**src/rtl/fetch_sequencer.sv**
```systemverilog
// Fetch run controller: shares the instruction memory port between the boot loader
// and the fetch path, sequences PC init/update, and stops on HALT_INSTR or budget.
module fetch_sequencer #(
   parameter int unsigned ADDR_W     = 10,
   parameter logic [31:0] RESET_PC   = 32'h0000_3000,
   parameter logic [31:0] HALT_INSTR = 32'h0000_000C,
   parameter logic [31:0] MAX_INSTR  = 32'd0
) (
   input  logic              clk,
   input  logic              rst,
   input  logic              start,
   input  logic              stall,
   input  logic              ld_valid,
   output logic              ld_ready,
   input  logic              ld_last,
   input  logic [31:0]       ld_addr,
   input  logic [31:0]       ld_data,
   input  logic [31:0]       cur_pc,
   input  logic [31:0]       instr,
   output logic [ADDR_W-1:0] im_addr,
   output logic              im_we,
   output logic [31:0]       im_wdata,
   output logic              pc_init,
   output logic              pc_we,
   output logic [1:0]        state,
   output logic              halted,
   output logic              timeout,
   output logic              ld_err,
   output logic [31:0]       instr_count
);

   localparam logic [1:0] S_IDLE = 2'b00;
   localparam logic [1:0] S_LOAD = 2'b01;
   localparam logic [1:0] S_RUN  = 2'b10;
   localparam logic [1:0] S_HALT = 2'b11;

   logic [1:0]  state_q, state_d;
   logic        init_q, init_d;
   logic        timeout_q, timeout_d;
   logic        lderr_q, lderr_d;
   logic [31:0] count_q, count_d;
   logic        addr_ok;

   assign addr_ok = (ld_addr[31:ADDR_W+2] == '0);

   // RESET_PC is applied by the PC register itself; this block only strobes pc_init.
   logic unused_ok;
   assign unused_ok = ^{ld_addr[1:0], cur_pc[31:ADDR_W+2], cur_pc[1:0], RESET_PC};

   always_comb begin
      state_d   = state_q;
      init_d    = init_q;
      timeout_d = timeout_q;
      lderr_d   = lderr_q;
      count_d   = count_q;
      ld_ready  = 1'b0;
      im_we     = 1'b0;
      im_addr   = cur_pc[ADDR_W+1:2];
      im_wdata  = '0;
      pc_init   = 1'b0;
      pc_we     = 1'b0;
      case (state_q)
         S_IDLE, S_HALT: begin
            if (ld_valid) begin
               state_d = S_LOAD;
            end else if (start) begin
               state_d = S_RUN;
               init_d  = 1'b1;
            end
         end
         S_LOAD: begin
            ld_ready = 1'b1;
            im_addr  = ld_addr[ADDR_W+1:2];
            im_wdata = ld_data;
            if (ld_valid) begin
               if (addr_ok) im_we = 1'b1;
               else         lderr_d = 1'b1;
               if (ld_last) state_d = S_IDLE;
            end
         end
         S_RUN: begin
            if (init_q) begin
               pc_init   = 1'b1;
               init_d    = 1'b0;
               count_d   = '0;
               timeout_d = 1'b0;
            end else if (!stall) begin
               if (instr == HALT_INSTR) begin
                  state_d = S_HALT;
               end else begin
                  pc_we = 1'b1;
                  if (count_q != '1) count_d = count_q + 32'd1;
                  // Budget compares against the post-retire count; wrap at saturation cannot match.
                  if ((MAX_INSTR != '0) && (count_q + 32'd1 == MAX_INSTR)) begin
                     state_d   = S_HALT;
                     timeout_d = 1'b1;
                  end
               end
            end
         end
      endcase
   end

   always_ff @(posedge clk or negedge rst) begin
      if (!rst) begin
         state_q   <= S_IDLE;
         init_q    <= 1'b0;
         timeout_q <= 1'b0;
         lderr_q   <= 1'b0;
         count_q   <= '0;
      end else begin
         state_q   <= state_d;
         init_q    <= init_d;
         timeout_q <= timeout_d;
         lderr_q   <= lderr_d;
         count_q   <= count_d;
      end
   end

   assign state       = state_q;
   assign halted      = (state_q == S_HALT);
   assign timeout     = timeout_q;
   assign ld_err      = lderr_q;
   assign instr_count = count_q;

endmodule

```
**config.mk**
```make
export PLATFORM = sky130hd
export DESIGN_NAME = fetch_sequencer
export DESIGN_NICKNAME = d
export VERILOG_FILES = /design/src/rtl/fetch_sequencer.sv
export SDC_FILE = /design/constraint.sdc
export NUM_CORES = 1
export LEC_CHECK = 0
export BUFFER_PORTS_ARGS = -buffer_cell sky130_fd_sc_hd__buf_2
export CAP_MARGIN = 25
export CORE_MARGIN = 5
export CORE_UTILIZATION = 40
export DETAILED_ROUTE_END_ITERATION = 10
export GPL_ROUTABILITY_DRIVEN = 0
export GPL_TIMING_DRIVEN = 0
export PLACE_DENSITY = 0.78
export SYNTH_ARGS = -nofsm -noshare
export SYNTH_HDL_FRONTEND = slang
export SYNTH_SLANG_ARGS = --single-unit
```
**constraint.sdc**
```tcl
create_clock -name clk -period 5.9 [get_ports clk]
set_clock_uncertainty 0.1 [all_clocks]
set_input_delay 0.885 -clock clk [delete_from_list [all_inputs] [get_ports clk]]
set_output_delay 0.885 -clock clk [all_outputs]
set_load 0.01 [all_outputs]
```
==> results of run 1 <==
## critical path: cells and delay by family
kind                   cells  cell delay (ns)
AO/OA/AOI/OAI              1             0.50
buffers and inverters      3             0.58
AND/OR/NAND/NOR            3             0.68
## final cells by class
type                            count  area, sq um
Clock inverter                      2         10.0
Tap cell                          102          128
Inverter                           14         52.6
Antenna cell                        2         5.00
Buffer                             27          158
Multi-Input combinational cell    316         2020
Clock buffer                        6         82.6
Sequential cell                    36          901
Timing Repair Buffer              191          956
Fill cell                         752         3370
## synth_stat cells, types with 7 or more instances
cell type / count
nor3_1: 16
o311ai_0: 7
nor4_1: 17
nand4_1: 12
inv_1: 14
a31oi_1: 8
a21oi_1: 11
and2_1: 35
nand3_1: 38
dfrtp_1: 36
o21ai_0: 15
clkbuf_1: 15
nor2b_1: 16
nand2_1: 27
mux2_2: 10
nor2_1: 24
## routing by layer
layer	up-vias	wire length, microns
met4	0	387
li1	1881	-
met2	260	6820
met5	-	0
met1	1874	4520
met3	29	1350
## cells by family after synthesis
kind of cell / Yosys count
other: 1
multiplexers: 14
AND/OR/NAND/NOR: 215
buffers and inverters: 41
adder cells (fa/ha/maj): 4
AO/OA/AOI/OAI: 82
flip-flops: 36
## power by group
| part | total, W | internal, W | switching [W] |
|---|---|---|---|
| logic | 0.00124 | 0.000511 | 0.000731 |
| clock network | 0.000191 | 0.0000934 | 0.0000980 |
| registers | 0.000484 | 0.000341 | 0.000142 |
| total | 0.00192 | 0.000946 | 0.000972 |
## through the flow
step	hold WS, ns	cells	worst slack, ns	power (W)	util [%]
6_report	0.380	696	2.26	0.00192	56.2
5_1_grt	0.423	696	2.10	0.00206	56.2
4_1_cts	0.386	694	2.30	0.00190	56.1
3_5_place_dp	0.369	686	2.31	0.00171	54.9
3_3_place_gp	0.360	686	2.33	0.00167	54.9
2_1_floorplan	0.413	393	2.96	0.00126	-
## flip-flops by register name (all words and copies together) (netlist names)
name,flops
init_q,1
instr_count,32
ld_err,1
state,2
## worst max-delay path by stage
stage	startpoint	to	slack, ns	cells after the start
finish	instr[5]	pc_we	2.26	7
global route	instr[5]	pc_we	2.10	7
CTS	instr[5]	pc_we	2.30	7
detailed placement	instr[5]	pc_we	2.31	7
global placement	instr[9]	pc_we	2.33	7
floorplan	instr[5]	pc_we	2.96	5
==> results.json, run 1 <==
{
  "holdPathStages": 1,
  "wl_per_cell_microns": 18.8,
  "critPathMostFrequentCell": "buf_2",
  "slew_headroom_pct": 44.2,
  "cts_setup_buffers": 0,
  "hold_path.class": "reg2reg",
  "fin_crit_sh_pct": 61.8,
  "routed_wl_mm": 13.1,
  "setup_viol": 0,
  "ant_nets": 0,
  "worstPathArrival_ns": 2.66,
  "avgSynthCellArea_sq_um": 7.98,
  "min_period_ns": 3.64,
  "io_buffer_count": 191,
  "synth_area_sq_mm": 0.00314,
  "syn2layout_area_growth_pct": 37.7,
  "cts_buffers": 5,
  "grt_pass1_wl_mm": 20.1,
  "use_met1_pct": 29.2,
  "tightest_slew_ns": 0.836,
  "fp.dieArea_sq_mm": 0.00971,
  "final_cell_mix": "buf_2 (193), nand3_1 (38), dfrtp_1 (36), and2_1 (35), nand2_1 (27)",
  "grt_usage_pct": 25.6,
  "drt_iter0_drc": 429,
  "vias": 4044,
  "grt_pass1_vias": 3894,
  "insertion_delay_ns": 0.29,
  "drc": 0,
  "drive_gt1_share_pct": 39.2,
  "fp.dieW_microns": 98.5,
  "overflow": 0,
  "synth_edf_count": 0,
  "netlist_instances": 393,
  "met2_usage_pct": 46.9,
  "cap_viol_max_count": 0,
  "boundaryPins": 217,
  "ys_ff_latch": 36,
  "crit_type": "in2out",
  "min_from": "ld_err",
  "ys_types": 60,
  "vias_per_cell": 5.81,
  "ys_seq_area_share_pct": 28.7,
  "crit_slowest_cell": "o21ai_1",
  "final_max_slew_viol_count": 0,
  "hold_path_end": "ld_err",
  "grt_max_degree": 37,
  "r2r_end": "instr_count[27]",
  "synth-compound-area-share_pct": 18.8,
  "cp_data_required_time_ns": 4.91,
  "cts.clk_slew.worst_paths_ns": 0.07,
  "antenna_found_initial": 2,
  "holdBufCountCts": 0,
  "cts.sinks": 36,
  "cts_resized": 0,
  "clock.fmax_mhz": 274,
  "leakagePower_nw": 2.02,
  "clockBufferDepth": 2,
  "ys_async_sr_fraction_pct": 100,
  "p_per_area_mw_per_mm2": 444,
  "synth_adder_area_share_pct": 1.60,
  "met3_usage_pct": 6.65,
  "rsz0062_at_grt": "false",
  "cts.htree.levels": 2,
  "synth_xor_area_share_pct": 0,
  "synth_top_area_share_pct": 28.7,
  "status": "finished, final reports clean",
  "synthMuxAreaShare_pct": 4.87,
  "clk_root_buffer_cell": "clkbuf_8",
  "dr.pass1.iters": 5,
  "cp-end-kind": "primary output",
  "place_hpwl_mm": 10.3,
  "synth_largest_area_cell": "dfrtp_1",
  "ir_drop_mv": 0.211,
  "max_stage_delay_ns": 0.50,
  "totalNegativeSetupSlack_ns": 0,
  "layout_commonest_cell": "buf_2",
  "r2r-start": "state[0]",
  "synth_nets": 531,
  "grt_busiest_layer": "met2",
  "hold_violations": 0,
  "final_area_sq_mm": 0.00432,
  "synth_warnings": 0,
  "synth_top_family_by_area": "simple AND/OR/NAND/NOR gates",
  "start_util_pct": 40.8,
  "crit_fanout": 10,
  "postPlaceCellArea_sq_mm": 0.00422,
  "rrSetupSlack_ns": 3.20,
  "ys.flop_type": "dfrtp_1",
  "r2r_cells": 7,
  "yosys.area_share.simple_pct": 39.2,
  "cp-start-kind": "input pin",
  "tritoncts": "done",
  "fin_nets": 729,
  "design.core.area_sq_mm": 0.00769,
  "synthTopCellsByArea": "dfrtp_1 (29%), and2_1 (7.0%), nand3_1 (6.1%), mux2_2 (3.6%), nor4_1 (3.4%)",
  "die-height_microns": 98.5,
  "crit_chain": "buf_2 -> nor4b_1 -> nand4_1 -> o21ai_1 -> buf_2 -> nor2_1 -> buf_2",
  "rows": 32
}
Note: power is estimated with default switching activity, not from simulation.
==> run 2, diff against run 1 <==
Settings changed: CORE_UTILIZATION 40 to 38.
Clock period 5.9 ns to 3.15 ns, I/O delays scaled along.
==> run 2 against run 1 <==
Against the previous run: sequential power grew 88%; global-route usage rose by 1.4 points; worst hold slack got worse by 0.20 ns; final cell count is 0.72% higher; wire length up 7.5%; total power is 91% higher.
==> results.json, run 2 (same netlist as run 1, synthesis figures left out) <==
{
  "hold_violations": 0,
  "leakagePower_nw": 2.03,
  "p_comb_share_pct": 63.9,
  "p_seq_share_pct": 24.8,
  "place_hpwl_mm": 11.2,
  "fin_nets": 729,
  "clockBufferDepth": 2,
  "wl_per_cell_microns": 20.1,
  "holdBufCountCts": 0,
  "design.core.area_sq_mm": 0.00813,
  "p_sw_share_pct": 50.1,
  "io_buffer_count": 191,
  "clock.fmax_mhz": 340,
  "cts.htree.levels": 2,
  "final_max_slew_viol_count": 0,
  "cts_buffers": 5,
  "cp_num_buf_inv": 1,
  "status": "finished, final reports clean",
  "critPathTopFamily": "compound AO/OA/AOI/OAI gates",
  "grt_usage_pct": 27.0,
  "final_cell_mix": "buf_2 (193), nand3_1 (38), dfrtp_1 (36), and2_1 (35), nand2_1 (27)",
  "cell_internal_pwr_w": 0.00183,
  "start_util_pct": 38.5,
  "routed_wl_mm": 14.1,
  "vias_per_cell": 6.05,
  "dr.pass1.iters": 6,
  "grt_pass1_vias": 4097,
  "fp.dieW_microns": 101,
  "tightest_slew_ns": 1.00,
  "ant_nets": 0,
  "rsz0062_at_grt": "false",
  "cts_setup_buffers": 0,
  "rows": 33,
  "ir_drop_mv": 0.337,
  "crit_type": "reg2reg",
  "p_per_area_mw_per_mm2": 846,
  "min_period_ns": 2.94,
  "grt_max_degree": 37,
  "cp-end-kind": "flop",
  "overflow": 0,
  "crit_slowest_cell": "a211oi_1",
  "slew_headroom_pct": 32.9,
  "totalNegativeSetupSlack_ns": 0,
  "cts_resized": 0,
  "antenna_found_initial": 4,
  "cts.clk_slew.worst_paths_ns": 0.08,
  "cts.sinks": 36,
  "drt_iter0_drc": 423,
  "clkPwrFrac_pct": 11.3,
  "setup_viol": 0,
  "cp_data_required_time_ns": 3.23,
  "final-instance-count-excl-fill": 701,
  "syn2layout_area_growth_pct": 38.4,
  "clk_root_buffer_cell": "clkbuf_8",
  "fp.dieArea_sq_mm": 0.0102,
  "largest_register_ffs": 32,
  "layout_commonest_cell": "buf_2",
  "hold_path.class": "in2async",
  "r2r_cells": 7,
  "crit_fanout": 7,
  "drc": 0,
  "insertion_delay_ns": 0.30,
  "power.switching_w": 0.00184,
  "worstPathArrival_ns": 3.02,
  "fin_crit_sh_pct": 93.3,
  "crit_chain": "inv_1 -> ha_1 -> nor2b_1 -> nand3_1 -> a211oi_1 -> a31oi_1 -> a311o_1",
  "grt_pass1_wl_mm": 21.4,
  "drive_gt1_share_pct": 39.0,
  "crit_cells": 7,
  "total_power_w": 0.00367,
  "cp-start-kind": "flop",
  "die-height_microns": 101,
  "boundaryPins": 217,
  "place_inst": 689,
  "max_stage_delay_ns": 0.81,
  "vias": 4240,
  "rrSetupSlack_ns": 0.21,
  "cap_viol_max_count": 0,
  "tritoncts": "done"
}
-- run 2: metal layers --
metal	GRT usage [%]	vias to the layer above	wire, microns
met2	46.0	327	6700
met4	11.5	0	580
met1	32.7	1980	4980
met3	5.95	46	1790
li1	-	1887	-
met5	0	-	0
-- run 2: layout make-up --
type                       instances  area, sq um
fill                             771         3790
multi-input combinational        316         2020
timing repair buffer             191          956
sequential                        36          901
buffer                            27          158
tap                              105          131
clock buffer                       6         72.6
inverter                          14         52.6
clock inverter                     2         35.0
antenna                            4         10.0
-- run 2: per-stage QoR --
step	hold slack [ns]	cell area, sq um	utilization [%]	worst slack (ns)
6_report	0.177	4340	53.4	0.212
5_1_grt	0.250	4340	53.4	0.0793
4_1_cts	0.210	4330	53.2	0.200
3_5_place_dp	0.434	4220	51.9	0.357
3_3_place_gp	0.436	4220	51.9	0.417
2_1_floorplan	0.0769	3140	-	0.785
-- run 2: worst reg2reg max path: stages, from the launching register on --
cell and delay, ns:
dfrtp_1 0.41, inv_1 0.09, ha_1 0.37, nor2b_1 0.29, nand3_1 0.16, a211oi_1 0.81
a31oi_1 0.22, a311o_1 0.37
-- run 2: worst paths after layout --
kind / from / endpoint
max: state[0] / instr_count[27]
min: rst / instr_count[26]
max reg2reg: state[0] / instr_count[27]
min reg2reg: ld_err / ld_err
max in group asynchronous: rst / instr_count[12]
min in group clk: ld_valid / ld_err
-- run 2: power groups by stage --
stage               clock network, W  logic [W]  registers, W
floorplan                          0    0.00144      0.000922
global placement                   0    0.00225      0.000894
detailed placement                 0    0.00230      0.000906
CTS                         0.000424    0.00232      0.000897
global route                0.000439    0.00255      0.000940
finish                      0.000416    0.00235      0.000910
==> run 3, diff against run 2 <==
Settings changed: ABC_AREA set to 1, CORE_UTILIZATION 38 to 25, CTS_BUF_LIST set to sky130_fd_sc_hd__clkbuf_16, PLACE_DENSITY 0.78 to not set.
==> run 3 against run 2 <==
Against the previous run: critical path depth is the same; wire length decreased by 14%; cell area grew 3.4%; sequential power fell by 40%.
==> results.json, run 3 <==
{
  "status": "finished, final reports clean",
  "cts.htree.levels": 2,
  "rsz0062_at_grt": "false",
  "vias": 3931,
  "critPathTopFamily": "buffers and inverters",
  "crit_fanout": 10,
  "ys.flop_type": "dfrtp_1",
  "tritoncts": "done",
  "design.core.area_sq_mm": 0.0126,
  "ys_ff_latch": 36,
  "holdBufCountCts": 0,
  "max_stage_delay_ns": 0.43,
  "multi_input_area_sq_mm": 0.00187,
  "antenna_found_initial": 0,
  "grt_usage_pct": 16.1,
  "ir_drop_mv": 0.201,
  "drive_gt1_share_pct": 31.8,
  "yosysMostFrequentCell": "nand2_1",
  "ys_async_sr_fraction_pct": 100,
  "ys_seq_area_share_pct": 28.3,
  "place_inst": 910,
  "fin_nets": 883,
  "leakagePower_nw": 2.55,
  "cts_setup_buffers": 0,
  "crit_slowest_cell": "dfrtp_1",
  "place_hpwl_mm": 10.2,
  "drt_iter0_drc": 212,
  "wl_per_cell_microns": 13.3,
  "ant_nets": 0,
  "synth_area_sq_mm": 0.00318,
  "ys_types": 29,
  "insertion_delay_ns": 0.28,
  "die-height_microns": 123,
  "fill_cells": 1450,
  "overflow": 0,
  "worstPathArrival_ns": 2.07,
  "tightest_slew_ns": 0.845,
  "final_max_slew_viol_count": 0,
  "synth_nets": 685,
  "synthTopCellsByArea": "dfrtp_1 (28%), nand2_1 (25%), inv_1 (9.2%), nor2_1 (9.1%), nand3_1 (5.7%)",
  "clock.fmax_mhz": 378,
  "cts_buffers": 5,
  "cts.sinks": 36,
  "clk_root_buffer_cell": "clkbuf_16",
  "cp-end-kind": "primary output",
  "cts_resized": 0,
  "hold_violations": 0,
  "clockBufferDepth": 2,
  "cp_data_required_time_ns": 2.58,
  "hold_path.class": "in2async",
  "min_period_ns": 2.64,
  "setup_viol": 0,
  "boundaryPins": 217,
  "synth_warnings": 0,
  "largest_register_ffs": 32,
  "cp_num_buf_inv": 4,
  "p_per_area_mw_per_mm2": 475,
  "synth_edf_count": 0,
  "grt_pass1_vias": 3840,
  "grt_pass1_wl_mm": 19.0,
  "final_cell_mix": "nand2_1 (214), buf_2 (191), inv_1 (79), nor2_1 (77)",
  "start_util_pct": 25.3,
  "grt_max_degree": 37,
  "io_buffer_count": 191,
  "cts.clk_slew.worst_paths_ns": 0.06,
  "final-instance-count-excl-fill": 917,
  "diodes": 0,
  "avgSynthCellArea_sq_um": 5.82,
  "fin_crit_sh_pct": 83.9,
  "cp-start-kind": "flop",
  "fp.dieW_microns": 123,
  "vias_per_cell": 4.29,
  "drc": 0,
  "seq_area_sq_um": 901,
  "routed_wl_mm": 12.2,
  "fp.dieArea_sq_mm": 0.0151,
  "synth_top_area_share_pct": 28.3,
  "netlist_instances": 547,
  "synth_largest_area_cell": "dfrtp_1",
  "dr.pass1.iters": 4,
  "rows": 41,
  "syn2layout_area_growth_pct": 41.0,
  "layout_commonest_cell": "nand2_1",
  "synth_commonest_cells": "nand2_1 (214), inv_1 (78), nor2_1 (77)",
  "totalNegativeSetupSlack_ns": 0,
  "crit_chain": "inv_1 -> ha_1 -> clkbuf_1 -> clkbuf_1 -> nand2_1 -> nand2_1 -> buf_2",
  "cap_viol_max_count": 0,
  "slew_headroom_pct": 43.7,
  "crit_type": "reg2out"
}
[run 3: logic make-up (layout without fill, tap and decap cells)]
| group | Yosys count | count (layout) | synth area share (%) |
|---|---|---|---|
| buf+inv | 96 | 294 | 13.0 |
| simple gates | 351 | 351 | 45.5 |
| other cells | 1 | 1 | 0.118 |
| fa+ha+maj | 4 | 4 | 1.57 |
| compound gates | 59 | 59 | 11.5 |
| flops | 36 | 36 | 28.3 |
[run 3: power breakdown]
group	leakage, nW	internal (W)	switching, W
sequential	0.491	0.000497	0.0000527
combinational	1.99	0.000403	0.000711
clock	0.0709	0.000284	0.000184
total	2.55	0.00118	0.000948
[run 3: per-layer routing]
metal | part of all wire [%] | GRT usage [%] | up-vias | routed length [microns]
met4 | 0.67 | 2.66 | 0 | 81
met2 | 54 | 31.1 | 145 | 6520
met1 | 39 | 18.1 | 1710 | 4690
li1 | - | - | 2067 | -
met5 | 0 | 0 | - | 0
met3 | 7.1 | 3.41 | 9 | 869
[run 3: cell type report]
class                   instances  area share, %
multi-input cells             415           41.7
clock inverters                 2          0.195
flip-flops and latches         36           20.1
well taps                     172           4.79
plain buffers                  16           2.51
clock buffers                   5           2.79
inverters                      80           6.69
repair buffers                191           21.3
[run 3: metrics by stage]
stage	instance area, sq um	hold WS, ns	worst slack (ns)	total power (W)	util [%]
floorplan	3180	0.0769	1.18	0.00123	-
detailed placement	4360	0.371	0.740	0.00169	34.7
finish	4490	0.199	0.507	0.00213	35.7
global route	4490	0.287	0.246	0.00232	35.7
global placement	4360	0.350	0.755	0.00169	34.7
CTS	4490	0.232	0.432	0.00217	35.7
[run 3: worst paths after layout]
path	cells after the start	slack, ns	start	endpoint
setup / recovery	7	0.51	state[1]	im_addr[2]
hold / removal	1	0.20	rst	instr_count[0]
setup reg to reg	10	1.19	instr_count[0]	instr_count[8]
hold reg to reg	2	0.37	ld_err	ld_err
max in group asynchronous	1	2.22	rst	instr_count[15]
min in group clk	3	0.36	ld_valid	ld_err
[run 3: worst reg2reg max path, cell delays in order, from the launching register on]
cell     delay, ns
dfrtp_1       0.41
ha_1          0.21
nand3_1       0.16
inv_2         0.15
nand2_2       0.10
nor2_4        0.14
nand3_2       0.11
nand3_4       0.19
buf_6         0.17
nand2_1       0.06
o21ai_0       0.08
